[config.mk]
export PLATFORM = sky130hd
export DESIGN_NAME = rgb_proc_pipe
export DESIGN_NICKNAME = d
export VERILOG_FILES = /design/src/rtl/rgb_proc_pipe.sv
export SDC_FILE = /design/constraint.sdc
export NUM_CORES = 1
export LEC_CHECK = 0
export ABC_AREA = 1
export CAP_MARGIN = 20
export CORE_ASPECT_RATIO = 2
export CORE_MARGIN = 5
export CORE_UTILIZATION = 52
export CTS_BUF_LIST = sky130_fd_sc_hd__clkbuf_2 sky130_fd_sc_hd__clkbuf_4 sky130_fd_sc_hd__clkbuf_8
export DETAILED_ROUTE_END_ITERATION = 16
export PLACE_DENSITY = 0.8
export SYNTH_ARGS = -nofsm -noshare
export SYNTH_HDL_FRONTEND = slang
export SYNTH_SLANG_ARGS = --single-unit
[constraint.sdc]
create_clock -name clk_i -period 1.4 [get_ports clk_i]
set_input_delay 0.28 -clock clk_i [delete_from_list [all_inputs] [get_ports clk_i]]
set_output_delay 0.28 -clock clk_i [all_outputs]
set_load 0.02 [all_outputs]
[src/rtl/rgb_proc_pipe.sv]
// Two-stage RGB colour pipeline (colour mode, then saturating brightener) with valid/ready.
// Define RGB_PROC_SAT_STATS_EN to build the per-frame clipped-pixel counter behind sat_cnt_o.
module rgb_proc_pipe #(
    parameter int unsigned PIX_W      = 8,
    parameter int unsigned POST_BITS  = 2,
    parameter int unsigned BRIGHT_OFS = 64
) (
    input  logic             clk_i,
    input  logic             rst_ni,
    input  logic [2:0]       switch_i,
    input  logic [PIX_W-1:0] r_i,
    input  logic [PIX_W-1:0] g_i,
    input  logic [PIX_W-1:0] b_i,
    input  logic             hsync_i,
    input  logic             vsync_i,
    input  logic             vde_i,
    input  logic             valid_i,
    output logic             ready_o,
    output logic [PIX_W-1:0] r_o,
    output logic [PIX_W-1:0] g_o,
    output logic [PIX_W-1:0] b_o,
    output logic             hsync_o,
    output logic             vsync_o,
    output logic             vde_o,
    output logic             valid_o,
    input  logic             ready_i,
    output logic [31:0]      sat_cnt_o
);

    localparam int unsigned      GW        = PIX_W + 8;
    localparam logic [1:0]       MODE_PASS = 2'b00;
    localparam logic [1:0]       MODE_POST = 2'b01;
    localparam logic [1:0]       MODE_INV  = 2'b10;
    localparam logic [1:0]       MODE_GRAY = 2'b11;
    localparam logic [PIX_W-1:0] PIX_MAX   = '1;
    localparam logic [PIX_W-1:0] POST_MASK = ~(PIX_MAX >> POST_BITS);
    localparam logic [PIX_W:0]   OFS       = (PIX_W + 1)'(BRIGHT_OFS);
    localparam logic [GW-1:0]    K_R       = GW'(77);
    localparam logic [GW-1:0]    K_G       = GW'(150);
    localparam logic [GW-1:0]    K_B       = GW'(29);

    function automatic logic [PIX_W-1:0] f_colour(input logic [1:0]       mode,
                                                  input logic [PIX_W-1:0] x,
                                                  input logic [PIX_W-1:0] gray);
        logic [PIX_W-1:0] y;
        unique case (mode)
            MODE_PASS: y = x;
            MODE_POST: y = x & POST_MASK;
            MODE_INV:  y = ~x;
            MODE_GRAY: y = gray;
            default:   y = x;
        endcase
        return y;
    endfunction

    function automatic logic [PIX_W:0] f_add(input logic [PIX_W-1:0] x);
        return {1'b0, x} + OFS;
    endfunction

    function automatic logic [PIX_W-1:0] f_bright(input logic en, input logic [PIX_W-1:0] x);
        logic [PIX_W:0] sum;
        sum = f_add(x);
        if (!en) begin
            return x;
        end
        return sum[PIX_W] ? PIX_MAX : sum[PIX_W-1:0];
    endfunction

    // Handshake
    logic w_s2_ready;
    logic w_s1_ready;
    logic w_accept;
    logic w_vs_rise;
    logic [2:0] w_mode_eff;

    logic             r_s1_valid;
    logic [PIX_W-1:0] r_s1_r, r_s1_g, r_s1_b;
    logic             r_s1_hs, r_s1_vs, r_s1_de;
    logic             r_s1_bright;

    logic             r_s2_valid;
    logic [PIX_W-1:0] r_s2_r, r_s2_g, r_s2_b;
    logic             r_s2_hs, r_s2_vs, r_s2_de;

    logic [2:0] r_mode;
    logic       r_vs_prev;

    assign w_s2_ready = !r_s2_valid || ready_i;
    assign w_s1_ready = !r_s1_valid || w_s2_ready;
    assign ready_o    = w_s1_ready;
    assign w_accept   = valid_i && w_s1_ready;
    assign w_vs_rise  = vsync_i && !r_vs_prev;

    // The frame-start beat itself already uses the newly requested mode.
    assign w_mode_eff = (w_accept && w_vs_rise) ? switch_i : r_mode;

    // S1 colour mode
    logic [GW-1:0]    w_gray_sum;
    logic [PIX_W-1:0] w_gray;
    logic             w_unused_gray;
    logic [PIX_W-1:0] w_c_r, w_c_g, w_c_b;

    assign w_gray_sum    = K_R * GW'(r_i) + K_G * GW'(g_i) + K_B * GW'(b_i);
    assign w_gray        = w_gray_sum[GW-1:8];
    assign w_unused_gray = ^w_gray_sum[7:0];

    assign w_c_r = f_colour(w_mode_eff[1:0], r_i, w_gray);
    assign w_c_g = f_colour(w_mode_eff[1:0], g_i, w_gray);
    assign w_c_b = f_colour(w_mode_eff[1:0], b_i, w_gray);

    always_ff @(posedge clk_i or negedge rst_ni) begin
        if (!rst_ni) begin
            r_s1_valid  <= 1'b0;
            r_s1_r      <= '0;
            r_s1_g      <= '0;
            r_s1_b      <= '0;
            r_s1_hs     <= 1'b0;
            r_s1_vs     <= 1'b0;
            r_s1_de     <= 1'b0;
            r_s1_bright <= 1'b0;
            r_mode      <= 3'b000;
            r_vs_prev   <= 1'b0;
        end else begin
            if (w_s1_ready) begin
                r_s1_valid <= valid_i;
            end
            if (w_accept) begin
                r_s1_r      <= w_c_r;
                r_s1_g      <= w_c_g;
                r_s1_b      <= w_c_b;
                r_s1_hs     <= hsync_i;
                r_s1_vs     <= vsync_i;
                r_s1_de     <= vde_i;
                r_s1_bright <= w_mode_eff[2];
                r_vs_prev   <= vsync_i;
                if (w_vs_rise) begin
                    r_mode <= switch_i;
                end
            end
        end
    end

    // S2 brightener, using the brighten bit captured with the beat
    logic [PIX_W-1:0] w_s2_r, w_s2_g, w_s2_b;

    assign w_s2_r = f_bright(r_s1_bright, r_s1_r);
    assign w_s2_g = f_bright(r_s1_bright, r_s1_g);
    assign w_s2_b = f_bright(r_s1_bright, r_s1_b);

    always_ff @(posedge clk_i or negedge rst_ni) begin
        if (!rst_ni) begin
            r_s2_valid <= 1'b0;
            r_s2_r     <= '0;
            r_s2_g     <= '0;
            r_s2_b     <= '0;
            r_s2_hs    <= 1'b0;
            r_s2_vs    <= 1'b0;
            r_s2_de    <= 1'b0;
        end else if (w_s2_ready) begin
            r_s2_valid <= r_s1_valid;
            if (r_s1_valid) begin
                r_s2_r  <= w_s2_r;
                r_s2_g  <= w_s2_g;
                r_s2_b  <= w_s2_b;
                r_s2_hs <= r_s1_hs;
                r_s2_vs <= r_s1_vs;
                r_s2_de <= r_s1_de;
            end
        end
    end

    assign valid_o = r_s2_valid;
    assign r_o     = r_s2_r;
    assign g_o     = r_s2_g;
    assign b_o     = r_s2_b;
    assign hsync_o = r_s2_hs;
    assign vsync_o = r_s2_vs;
    assign vde_o   = r_s2_de;

`ifdef RGB_PROC_SAT_STATS_EN
    logic [PIX_W:0] w_sum_r, w_sum_g, w_sum_b;
    logic           w_s2_sat;
    logic           w_out_fire;
    logic           r_s2_sat;
    logic           r_out_vs_prev;
    logic [31:0]    r_sat_cnt;
    logic [31:0]    r_sat_last;

    assign w_sum_r    = f_add(r_s1_r);
    assign w_sum_g    = f_add(r_s1_g);
    assign w_sum_b    = f_add(r_s1_b);
    assign w_s2_sat   = r_s1_bright && (w_sum_r[PIX_W] || w_sum_g[PIX_W] || w_sum_b[PIX_W]);
    assign w_out_fire = r_s2_valid && ready_i;

    always_ff @(posedge clk_i or negedge rst_ni) begin
        if (!rst_ni) begin
            r_s2_sat      <= 1'b0;
            r_out_vs_prev <= 1'b0;
            r_sat_cnt     <= '0;
            r_sat_last    <= '0;
        end else begin
            if (w_s2_ready && r_s1_valid) begin
                r_s2_sat <= w_s2_sat;
            end
            if (w_out_fire) begin
                r_out_vs_prev <= r_s2_vs;
                // A new frame publishes the finished count and restarts with this beat.
                if (r_s2_vs && !r_out_vs_prev) begin
                    r_sat_last <= r_sat_cnt;
                    r_sat_cnt  <= {31'd0, r_s2_de && r_s2_sat};
                end else if (r_s2_de && r_s2_sat && (r_sat_cnt != '1)) begin
                    r_sat_cnt <= r_sat_cnt + 32'd1;
                end
            end
        end
    end

    assign sat_cnt_o = r_sat_last;
`else
    assign sat_cnt_o = '0;
`endif

endmodule

==> results.md, run 1 <==
* Most frequently used cell type in the post-synthesis netlist: sky130_fd_sc_hd__nand2_1
* Area share of the leading cell type in the synthesized netlist at 23.3%
* Yosys warns at 0
* Synth Flop Type: sky130_fd_sc_hd__dfrtp_1
* Std-Cell Rows at 57
* Final Max Tran Viols at 0
* Count of mapped cells out of synthesis at 810
* Maximum root-to-sink buffer count at 2
* Number of vias after detailed routing at 5,949
* Detailed-routing iteration count for the pre-antenna-repair pass at 7
* Number of gates on the worst path with buffers counted at 24
* Total half-perimeter wirelength after legalization and detailed placement at 14.0 mm
* Post-Route Skew at 0.00669 ns
* Post-synthesis sequential area ratio at 23.3%
* Global-route wire length before repair at 28.6 mm
* Number of buffers created by CTS at 9
* Buf+Inv Stages, Crit Path at 6
* Number of nets at the end of the flow at 1,148
* Wirelength, routed at 18.2 mm
* Worst R2R Path Depth at 13
* Synthesized area at 6430 um2
* Critical path, cell by cell: buf_8 > ha_4 > ha_4 > inv_2 > fa_1 > fa_1 > inv_2 > ha_4 > buf_12 > xnor2_4 > fa_1 > fa_1 > inv_2 > fa_2 > fa_1 > inv_2 > ha_4 > nand2_4 > nor2_2 > o21ai_1 > nand3_1 > nand2_1 > nand3_2 > a21oi_1
* Number of remaining DRC errors at 0
* Final weighted congestion in routability-driven placement at 0.929
* Layout overhead on the synthesized area at 35.5%
* Combined global-route utilization of all metal layers at 24.7%
* Ys async rst share at 100%
* Cells on Worst Hold Path at 5
* Final-report setup violation count at 24
* Setup slack of the critical path after layout at -4.10 ns
* Layout cell share with drive strength beyond 1 at 25.9%
* Max Cap Viol at 0
* Yosys cell types at 35
* Final period demand of the worst path at 5.50 ns
* IO buf count at 62
* Crit Path Max Fanout at 4
* Kind of start point of the critical path: primary input
* Highest Clock Rate at 0.182 GHz
* TritonCTS clock tree: yes
* Worst slack, placed at -4.74 ns
* Register cell area after layout at 1500 um2
* Die extent in x at 88.6 um
* Outcome: finished, violations left
* Total inserted antenna cells at 0
* Placeable core region at 12,100 um2
* Kind of critical path: primary input to flop
* Starting density of the core at 53.0%
* Remaining number of nets flagged by the antenna check after routing at 0
* Overflow left after global routing at 0
* Maximum number of pins on one net before global-route repair at 61
* EDFF count, synth at 0
* Fin. Hold Viols at 0
* Clk_lat worst skew at 0.34 ns
* DIE AREA at 14,800 um2
* CP top delay family: adder cells
* Area used by multi-input combinational logic at 4830 um2
* Largest cells by area after synthesis: sky130_fd_sc_hd__dfrtp_1, sky130_fd_sc_hd__fa_1, sky130_fd_sc_hd__ha_1, sky130_fd_sc_hd__nand2_1, sky130_fd_sc_hd__inv_1
* Data arrival time of the critical path at 5.77 ns
* Delay of the slowest cell on the worst path at 0.53 ns
* Number of global-route vias before repair at 6,324
* Final cycle utilization of the critical path at 393%
* Number of fill cells at 811
* Data required time at the worst endpoint at 1.66 ns
* CTS H-Tree Depth at 3
* CP dominant cell by count: sky130_fd_sc_hd__fa_1
* #FFs+latches synth at 60
* Sort of element at the end of the critical path: flop
* Routed vias/inst at 5.29
* Root Buffer Master: sky130_fd_sc_hd__clkbuf_8
* Max stage delay cell, worst path: sky130_fd_sc_hd__fa_1
* Y dimension of the die at 167 um
* Synthesized area per cell at 7.94 um2
* I/O pin total at 95
* Initial DRC Count at 283
* Total clock sinks at 60
* Failing checks: negative setup slack
* Post-synth top area cell: sky130_fd_sc_hd__dfrtp_1
* Commonest cells post-synth: sky130_fd_sc_hd__nand2_1, sky130_fd_sc_hd__inv_1, sky130_fd_sc_hd__ha_1
* Setup repair after global routing missed its margin: true
* Average detailed-routed wire length per instance at 16.2 um
* Tightest Hold Check Type: primary input to flop
* Clock-pin transition on the worst setup and hold timing paths at 0.06 ns
* Initial antenna violation count at 0
==> what timing repair did <==
action / CTS / global route
gates resized for setup: 130 / 45
endpoints found under the hold margin: 60 / 0
hold buffers: 1 / 0
endpoints found under the setup margin: 54 / 28
setup buffers: 10 / 3
pin swaps: 35 / 21
==> layout by cell type (no fill, tap or decap), types with 6 or more instances in the layout <==
cell / instances
sky130_fd_sc_hd__nor2_2: 6
sky130_fd_sc_hd__nand2_2: 13
sky130_fd_sc_hd__or2_2: 6
sky130_fd_sc_hd__a21oi_1: 14
sky130_fd_sc_hd__buf_6: 9
sky130_fd_sc_hd__a21oi_2: 13
sky130_fd_sc_hd__nand2_1: 174
sky130_fd_sc_hd__nor2_1: 55
sky130_fd_sc_hd__nand3_1: 31
sky130_fd_sc_hd__ha_4: 18
sky130_fd_sc_hd__nand3b_1: 6
sky130_fd_sc_hd__buf_4: 96
sky130_fd_sc_hd__nand2_4: 9
sky130_fd_sc_hd__clkdlybuf4s50_1: 24
sky130_fd_sc_hd__inv_1: 124
sky130_fd_sc_hd__inv_2: 15
sky130_fd_sc_hd__fa_1: 53
sky130_fd_sc_hd__dfrtp_1: 59
sky130_fd_sc_hd__clkbuf_8: 11
sky130_fd_sc_hd__conb_1: 32
sky130_fd_sc_hd__dlygate4sd2_1: 28
sky130_fd_sc_hd__nand3_2: 17
sky130_fd_sc_hd__o21ai_0: 33
sky130_fd_sc_hd__ha_1: 66
==> worst register-to-register path, stage by stage, from the launching register on <==
cell	delay, ns
sky130_fd_sc_hd__dfrtp_1	0.39
sky130_fd_sc_hd__nand3_4	0.10
sky130_fd_sc_hd__nand2_4	0.09
sky130_fd_sc_hd__inv_4	0.05
sky130_fd_sc_hd__nand2_4	0.05
sky130_fd_sc_hd__nand2_1	0.06
sky130_fd_sc_hd__nand2_2	0.15
sky130_fd_sc_hd__inv_2	0.09
sky130_fd_sc_hd__nor2_4	0.25
sky130_fd_sc_hd__buf_12	0.16
sky130_fd_sc_hd__nand3_2	0.12
sky130_fd_sc_hd__inv_4	0.10
sky130_fd_sc_hd__nor2_4	0.04
sky130_fd_sc_hd__nor2_1	0.09
==> metrics by stage <==
step | setup TNS, ns | utilization (%) | std cells | hold WS (ns) | instance area, um2
after detailed placement | -117.79 | 65.7 | 1098 | 0.300 | 7970
after global placement | -114.39 | 65.7 | 1098 | 0.299 | 7970
after CTS | -91.18 | 70.4 | 1123 | 0.476 | 8540
final | -96.42 | 71.9 | 1125 | 0.363 | 8720
after global routing | -99.82 | 71.9 | 1125 | 0.383 | 8720
after floorplan | -90.72 | - | 841 | -0.0156 | 6750
==> state kept, by name (all words and copies together) (netlist names) <==
name and cells:
b_o 8, g_o 8, hsync_o 1, r_mode 3, r_o 8, r_s1_b 8, r_s1_bright 1, r_s1_de 1
r_s1_g 8, r_s1_hs 1, r_s1_r 8, r_s1_valid 1, r_vs_prev 1, valid_o 1, vde_o 1, vsync_o 1
==> cell families (layout without fill, tap and decap cells) <==
kind of cell / after synthesis / after routing / synth area share (%)
other: 1 / 32 / 0.0583
multiplexers: 1 / 1 / 0.175
AO/OA/AOI/OAI: 74 / 74 / 6.01
XOR/XNOR: 10 / 10 / 1.36
buffers and inverters: 188 / 325 / 13.3
flip-flops: 60 / 60 / 23.3
AND/OR/NAND/NOR: 337 / 337 / 22.3
adder cells (fa/ha/maj): 139 / 139 / 33.5
==> layout make-up <==
cell class              count  share of cell area (%)
clock buffers              12                    1.82
clock inverters             2                   0.402
inverters                 142                    6.17
multi-input cells         593                    55.4
flip-flops and latches     60                    17.2
well taps                 147                    2.11
repair buffers            169                    16.8
==> metal layers <==
layer  vias to the layer above  GRT usage, %  wire [um]
li1                       2789             -          -
met1                      2819          23.3       5880
met2                       241          46.1      10100
met3                       100          2.65        818
met4                         0          18.2       1420
met5                         -             0          0
==> final timing paths <==
path	endpoint	startpoint	slack, ns
min in group asynchronous	b_o[0]	rst_ni	0.46
max reg2reg	r_s1_r[3]	r_s1_valid	-0.39
min reg2reg	vsync_o	vsync_o	0.47
max	r_s1_r[5]	g_i[6]	-4.10
max in group asynchronous	valid_o	rst_ni	0.65
min	valid_o	ready_i	0.36
Power of run 1 is not shown: default switching activity piles up to over one toggle a cycle in this logic, so the estimate is an artifact.
==> inputs of run 2 (changes only) <==
Settings changed: SKIP_CTS_REPAIR_TIMING from default to 1.
==> run 2 against run 1 <==
The flow still finishes with violations (negative setup slack); cell area shrank 0.62%; setup slack lost 0.056 ns; first-iteration DRC count shrank 5.3%; global-route usage shrank 1.7 points; critical path depth grew 3; routed wire length shrank 2.6%; largest cell class unchanged.
==> results.md, run 2 (synthesis gave the netlist of run 1 again) <==
* Combined global-route utilization of all metal layers at 23.0% (was 24.7%)
* Die extent in x at 88.6 um (unchanged)
* Number of placed instances, taps included at 1,098 (unchanged)
* Average detailed-routed wire length per instance at 15.9 um (was 16.2 um)
* Number of nets at the end of the flow at 1,142 (was 1,148)
* Tightest Hold Check Type: primary input to flop (unchanged)
* Layout cell share with drive strength beyond 1 at 24.1% (was 25.9%)
* Setup Total Neg Slack at -97.49 ns (was -96.42 ns)
* Global-route wire length before repair at 26.7 mm (was 28.6 mm)
* Clock-pin transition on the worst setup and hold timing paths at 0.06 ns (about the same)
* Fin. Hold Viols at 0 (unchanged)
* Setup repair after global routing missed its margin: true (unchanged)
* Max Cap Viol at 0 (unchanged)
* Layout overhead on the synthesized area at 34.7% (was 35.5%)
* I/O pin total at 95 (unchanged)
* Delay of the slowest cell on the worst path at 0.57 ns (was 0.53 ns)
* Data required time at the worst endpoint at 1.67 ns (was 1.66 ns)
* Max stage delay cell, worst path: sky130_fd_sc_hd__fa_1 (unchanged)
* Most common cell after layout, fill and taps aside: sky130_fd_sc_hd__nand2_1 (unchanged)
* Final Non-Filler Cells at 1,119 (was 1,125)
* Initial DRC Count at 268 (was 283)
* Failing checks: negative setup slack (unchanged)
* Final period demand of the worst path at 5.56 ns (was 5.50 ns)
* Starting density of the core at 53.0% (unchanged)
* Y dimension of the die at 167 um (unchanged)
* CTS H-Tree Depth at 3 (unchanged)
* Post-Route Skew at 0.00560 ns (was 0.00669 ns)
* Kind of critical path: primary input to flop (unchanged)
* Root Buffer Master: sky130_fd_sc_hd__clkbuf_8 (unchanged)
* Setup slack of the critical path after layout at -4.16 ns (was -4.10 ns)
* Data arrival time of the critical path at 5.83 ns (was 5.77 ns)
* TritonCTS clock tree: yes (unchanged)
* Crit Path Max Fanout at 4 (unchanged)
* Sort of element at the end of the critical path: flop (unchanged)
* Final-report setup violation count at 25 (was 24)
* Number of buffers created by CTS at 9 (unchanged)
* Final cycle utilization of the critical path at 397% (was 393%)
* DIE AREA at 14,800 um2 (unchanged)
* Maximum root-to-sink buffer count at 2 (unchanged)
* Worst hold margin at 0.356 ns (was 0.363 ns)
* Wirelength, routed at 17.7 mm (was 18.2 mm)
* Initial antenna violation count at 0 (unchanged)
* Total clock sinks at 60 (unchanged)
* Number of remaining DRC errors at 0 (unchanged)
* Total inserted antenna cells at 0 (unchanged)
* Number of global-route vias before repair at 5,983 (was 6,324)
* Maximum number of pins on one net before global-route repair at 61 (unchanged)
* Remaining number of nets flagged by the antenna check after routing at 0 (unchanged)
* IO buf count at 62 (unchanged)
* Clk_lat worst skew at 0.34 ns (about the same)
* Total half-perimeter wirelength after legalization and detailed placement at 14.0 mm (unchanged)
* Overflow left after global routing at 0 (unchanged)
* Highest Clock Rate at 0.180 GHz (was 0.182 GHz)
* Number of vias after detailed routing at 5,867 (was 5,949)
* Outcome: finished, violations left (unchanged)
* Kind of start point of the critical path: primary input (unchanged)
* Std-Cell Rows at 57 (unchanged)
* CP dominant cell by count: sky130_fd_sc_hd__ha_4 (was sky130_fd_sc_hd__fa_1)
* Most used cells in the layout excluding fill and tap cells: sky130_fd_sc_hd__nand2_1, sky130_fd_sc_hd__inv_1, sky130_fd_sc_hd__buf_4, sky130_fd_sc_hd__ha_1, sky130_fd_sc_hd__dfrtp_1 (unchanged)
* Final weighted congestion in routability-driven placement at 0.929 (unchanged)
* Routed vias/inst at 5.24 (was 5.29)
* Final Max Tran Viols at 0 (unchanged)
* Detailed-routing iteration count for the pre-antenna-repair pass at 7 (unchanged)
* Placeable core region at 12,100 um2 (unchanged)
[run 2: cell types whose count changed in the layout (fill, tap and decap cells not counted), moves of 3 or more]
cell,delta
sky130_fd_sc_hd__nor2_2,-3
sky130_fd_sc_hd__nand2_1,+3
sky130_fd_sc_hd__nand3_2,-3
sky130_fd_sc_hd__ha_4,-6
sky130_fd_sc_hd__nor2_1,+3
sky130_fd_sc_hd__dlymetal6s2s_1,+30
sky130_fd_sc_hd__dlygate4sd2_1,-28
sky130_fd_sc_hd__a21oi_2,+3
sky130_fd_sc_hd__ha_1,+5
sky130_fd_sc_hd__buf_4,-6
[run 2: final cells by class]
| class | count | area [um2] |
|---|---|---|
| multi-input combinational | 593 | 4720 |
| fill | 847 | 3460 |
| timing repair buffer | 163 | 1530 |
| sequential | 60 | 1500 |
| inverter | 142 | 537 |
| tap | 147 | 184 |
| clock buffer | 12 | 159 |
| clock inverter | 2 | 35.0 |
[run 2: path summary, 6_finish.rpt]
check	from	end	slack [ns]	cells after the start
worst max-delay path	g_i[3]	r_s1_g[7]	-4.16	27
worst min-delay path	ready_i	valid_o	0.36	5
worst max register to register	valid_o	r_s1_g[7]	-0.43	11
worst min register to register	g_o[1]	g_o[1]	0.47	2
max in group asynchronous	rst_ni	valid_o	0.65	3
min in group asynchronous	rst_ni	b_o[0]	0.46	3
[run 2: worst max-delay path, delay by kind of cell]
kind / cells / cell delay, ns
AOI/OAI and AO/OA: 3 / 0.60
xor gates and xnor gates: 1 / 0.16
adders and majority gates: 10 / 3.77
buffers and inverters: 6 / 0.35
and+or+nand+nor: 7 / 0.66
[run 2: per-stage QoR]
step	instance area (um2)	utilization (%)	setup WS [ns]
final	8660	71.5	-4.16
after global routing	8660	71.5	-4.38
after CTS	8160	67.3	-4.37
after detailed placement	7970	65.7	-4.74
after global placement	7970	65.7	-4.61
after floorplan	6750	-	-3.87
[run 2: per-layer routing]
metal | vias up | track usage, % | wire length [um]
met5 | - | 0 | 0
met4 | 0 | 15.6 | 1260
met3 | 85 | 2.06 | 693
met2 | 209 | 43.3 | 9970
met1 | 2802 | 22.2 | 5810
li1 | 2771 | - | -
Power of run 2 is left out for the same reason.
==> inputs of run 3 (changes only) <==
Settings changed: CORE_MARGIN 5 to default.
==> run 3 against run 2 <==
The flow still finishes with violations (negative setup slack); global-route usage grew 5.2 points; sequential share of layout area grew 0.19 points; routed wire length shrank 2.9%; cell area shrank 1.1%; register-to-register slack gained 0.06 ns; utilization shrank 0.77 points; first-iteration DRC count shrank 5.6%; non-clock buffer count grew 3; critical path type unchanged; largest cell class unchanged.
==> results.md, run 3 (synthesis gave the netlist of run 1 again) <==
* Final period demand of the worst path at 5.45 ns (was 5.56 ns)
* Wirelength, routed at 17.2 mm (was 17.7 mm)
* Initial antenna violation count at 0 (unchanged)
* Cells on Worst Hold Path at 5 (unchanged)
* Worst hold margin at 0.369 ns (was 0.356 ns)
* CTS H-Tree Depth at 3 (unchanged)
* Maximum root-to-sink buffer count at 2 (unchanged)
* Starting density of the core at 53.0% (unchanged)
* Worst-case register-to-register setup slack at -0.37 ns (was -0.43 ns)
* Startpoint of the most critical hold path: ready_i (unchanged)
* Final weighted congestion in routability-driven placement at 0.928 (was 0.929)
* Worst reg2reg path startpoint: r_s1_valid (was valid_o)
* DIE AREA at 12,800 um2 (was 14,800 um2)
* Global-route wire length before repair at 27.2 mm (was 26.7 mm)
* Die extent in x at 80.6 um (was 88.6 um)
* Number of buffers created by CTS at 9 (unchanged)
* Delay of the slowest cell on the worst path at 0.56 ns (was 0.57 ns)
* Std-Cell Rows at 57 (unchanged)
* Kind of start point of the critical path: primary input (unchanged)
* Worst R2R Path Depth at 13 (was 11)
* Data arrival time of the critical path at 5.69 ns (was 5.83 ns)
* Layout overhead on the synthesized area at 33.2% (was 34.7%)
* Final-report setup violation count at 24 (was 25)
* Final cycle utilization of the critical path at 390% (was 397%)
* Routed vias/inst at 5.25 (was 5.24)
* Combined global-route utilization of all metal layers at 28.2% (was 23.0%)
* Y dimension of the die at 159 um (was 167 um)
* Busiest metal layer after global routing: met2 (unchanged)
* Total clock sinks at 60 (unchanged)
* Total half-perimeter wirelength after legalization and detailed placement at 14.3 mm (was 14.0 mm)
* Most common cell after layout, fill and taps aside: sky130_fd_sc_hd__nand2_1 (unchanged)
* Maximum number of pins on one net before global-route repair at 61 (unchanged)
* Most used cells in the layout excluding fill and tap cells: sky130_fd_sc_hd__nand2_1, sky130_fd_sc_hd__inv_1, sky130_fd_sc_hd__buf_4, sky130_fd_sc_hd__ha_1 (was sky130_fd_sc_hd__nand2_1, sky130_fd_sc_hd__inv_1, sky130_fd_sc_hd__buf_4, sky130_fd_sc_hd__ha_1, sky130_fd_sc_hd__dfrtp_1)
* Post-Route Skew at 0.00573 ns (was 0.00560 ns)
* Max stage delay cell, worst path: sky130_fd_sc_hd__fa_1 (unchanged)
* Highest Clock Rate at 0.183 GHz (was 0.180 GHz)
* CP dominant cell by count: sky130_fd_sc_hd__nand2_1 (was sky130_fd_sc_hd__ha_4)
* Global routing usage on met2 at 54.6% (was 43.3%)
* I/O pin total at 95 (unchanged)
* Number of nets at the end of the flow at 1,145 (was 1,142)
* Number of placed instances, taps included at 1,099 (was 1,098)
* Layout cell share with drive strength beyond 1 at 22.0% (was 24.1%)
* Root Buffer Master: sky130_fd_sc_hd__clkbuf_8 (unchanged)
* Tightest Hold Check Type: primary input to flop (unchanged)
* Number of vias after detailed routing at 5,900 (was 5,867)
* Clock-pin transition on the worst setup and hold timing paths at 0.06 ns (about the same)
* Initial DRC Count at 253 (was 268)
* Kind of critical path: primary input to flop (unchanged)
* Average detailed-routed wire length per instance at 15.3 um (was 15.9 um)
* Global Route met3 Usage at 2.64% (was 2.06%)
* Setup repair after global routing missed its margin: true (unchanged)
* Failing checks: negative setup slack (unchanged)
* Sort of element at the end of the critical path: flop (unchanged)
* Number of global-route vias before repair at 6,017 (was 5,983)
* Remaining number of nets flagged by the antenna check after routing at 0 (unchanged)
* Final Non-Filler Cells at 1,123 (was 1,119)
* Max Cap Viol at 0 (unchanged)
* Total inserted antenna cells at 0 (unchanged)
* Worst slack, placed at -4.75 ns (was -4.74 ns)
* GR met1 Demand/Resource at 26.0% (was 22.2%)
* Number of remaining DRC errors at 0 (unchanged)
* Fin. Hold Viols at 0 (unchanged)
* Data required time at the worst endpoint at 1.63 ns (was 1.67 ns)
* Setup Total Neg Slack at -94.57 ns (was -97.49 ns)
* Hold Crit Endpoint: r_s1_valid (was valid_o)
* Final Max Tran Viols at 0 (unchanged)
* Outcome: finished, violations left (unchanged)
* Clk_lat worst skew at 0.34 ns (about the same)
* End of the worst register-to-register path: r_s1_g[6] (was r_s1_g[7])
* IO buf count at 62 (unchanged)
* Crit Path Max Fanout at 4 (unchanged)
* Overflow left after global routing at 0 (unchanged)
* Placeable core region at 12,100 um2 (unchanged)
* TritonCTS clock tree: yes (unchanged)
* Detailed-routing iteration count for the pre-antenna-repair pass at 5 (was 7)
* Setup slack of the critical path after layout at -4.05 ns (was -4.16 ns)
## run 3: cell types whose count changed in the layout (fill, tap and decap cells not counted), moves of 4 or more
cell	change
sky130_fd_sc_hd__nand2_4	-4
sky130_fd_sc_hd__a21oi_1	+6
sky130_fd_sc_hd__a21oi_2	-7
sky130_fd_sc_hd__buf_6	-5
sky130_fd_sc_hd__nand3_1	+6
sky130_fd_sc_hd__buf_4	+8
sky130_fd_sc_hd__nand3_2	-4
## run 3: metrics by stage
stage | util, % | instance area [um2]
after floorplan | - | 6750
after global placement | 65.9 | 7990
after detailed placement | 65.9 | 7990
after CTS | 67.5 | 8180
after global routing | 70.7 | 8570
final | 70.7 | 8570
## run 3: how the worst max path moves through the flow
| stage | start | endpoint | slack (ns) | depth (start not counted) |
|---|---|---|---|---|
| final | g_i[4] | r_s1_b[7] | -4.05 | 29 |
| after global placement | g_i[5] | r_s1_g[3] | -4.69 | 30 |
| after global routing | g_i[4] | r_s1_b[7] | -4.30 | 29 |
| after floorplan | g_i[5] | r_s1_r[6] | -3.87 | 29 |
| after CTS | g_i[5] | r_s1_r[3] | -4.42 | 29 |
| after detailed placement | g_i[4] | r_s1_g[0] | -4.75 | 26 |
## run 3: worst max-delay path: cells and delay by family
family | cells | cell delay, ns
simple gates | 11 | 0.75
compound gates | 2 | 0.19
xor+xnor | 1 | 0.20
buf+inv | 6 | 0.59
fa+ha+maj | 9 | 3.68
## run 3: routing by layer
metal | part of all wire [%] | vias to the layer above
met5 | 0 | -
met4 | 7.7 | 0
met3 | 3.0 | 98
met2 | 57 | 204
met1 | 32 | 2805
li1 | - | 2793
## run 3: final cells by class
cell class	count	area, um2
repair buffers	166	1540
well taps	147	184
clock buffers	14	186
multi-input cells	593	4610
flip-flops and latches	60	1500
fillers	909	3550
inverters	142	538
clock inverters	1	5.00
Power of run 3 is left out for the same reason.
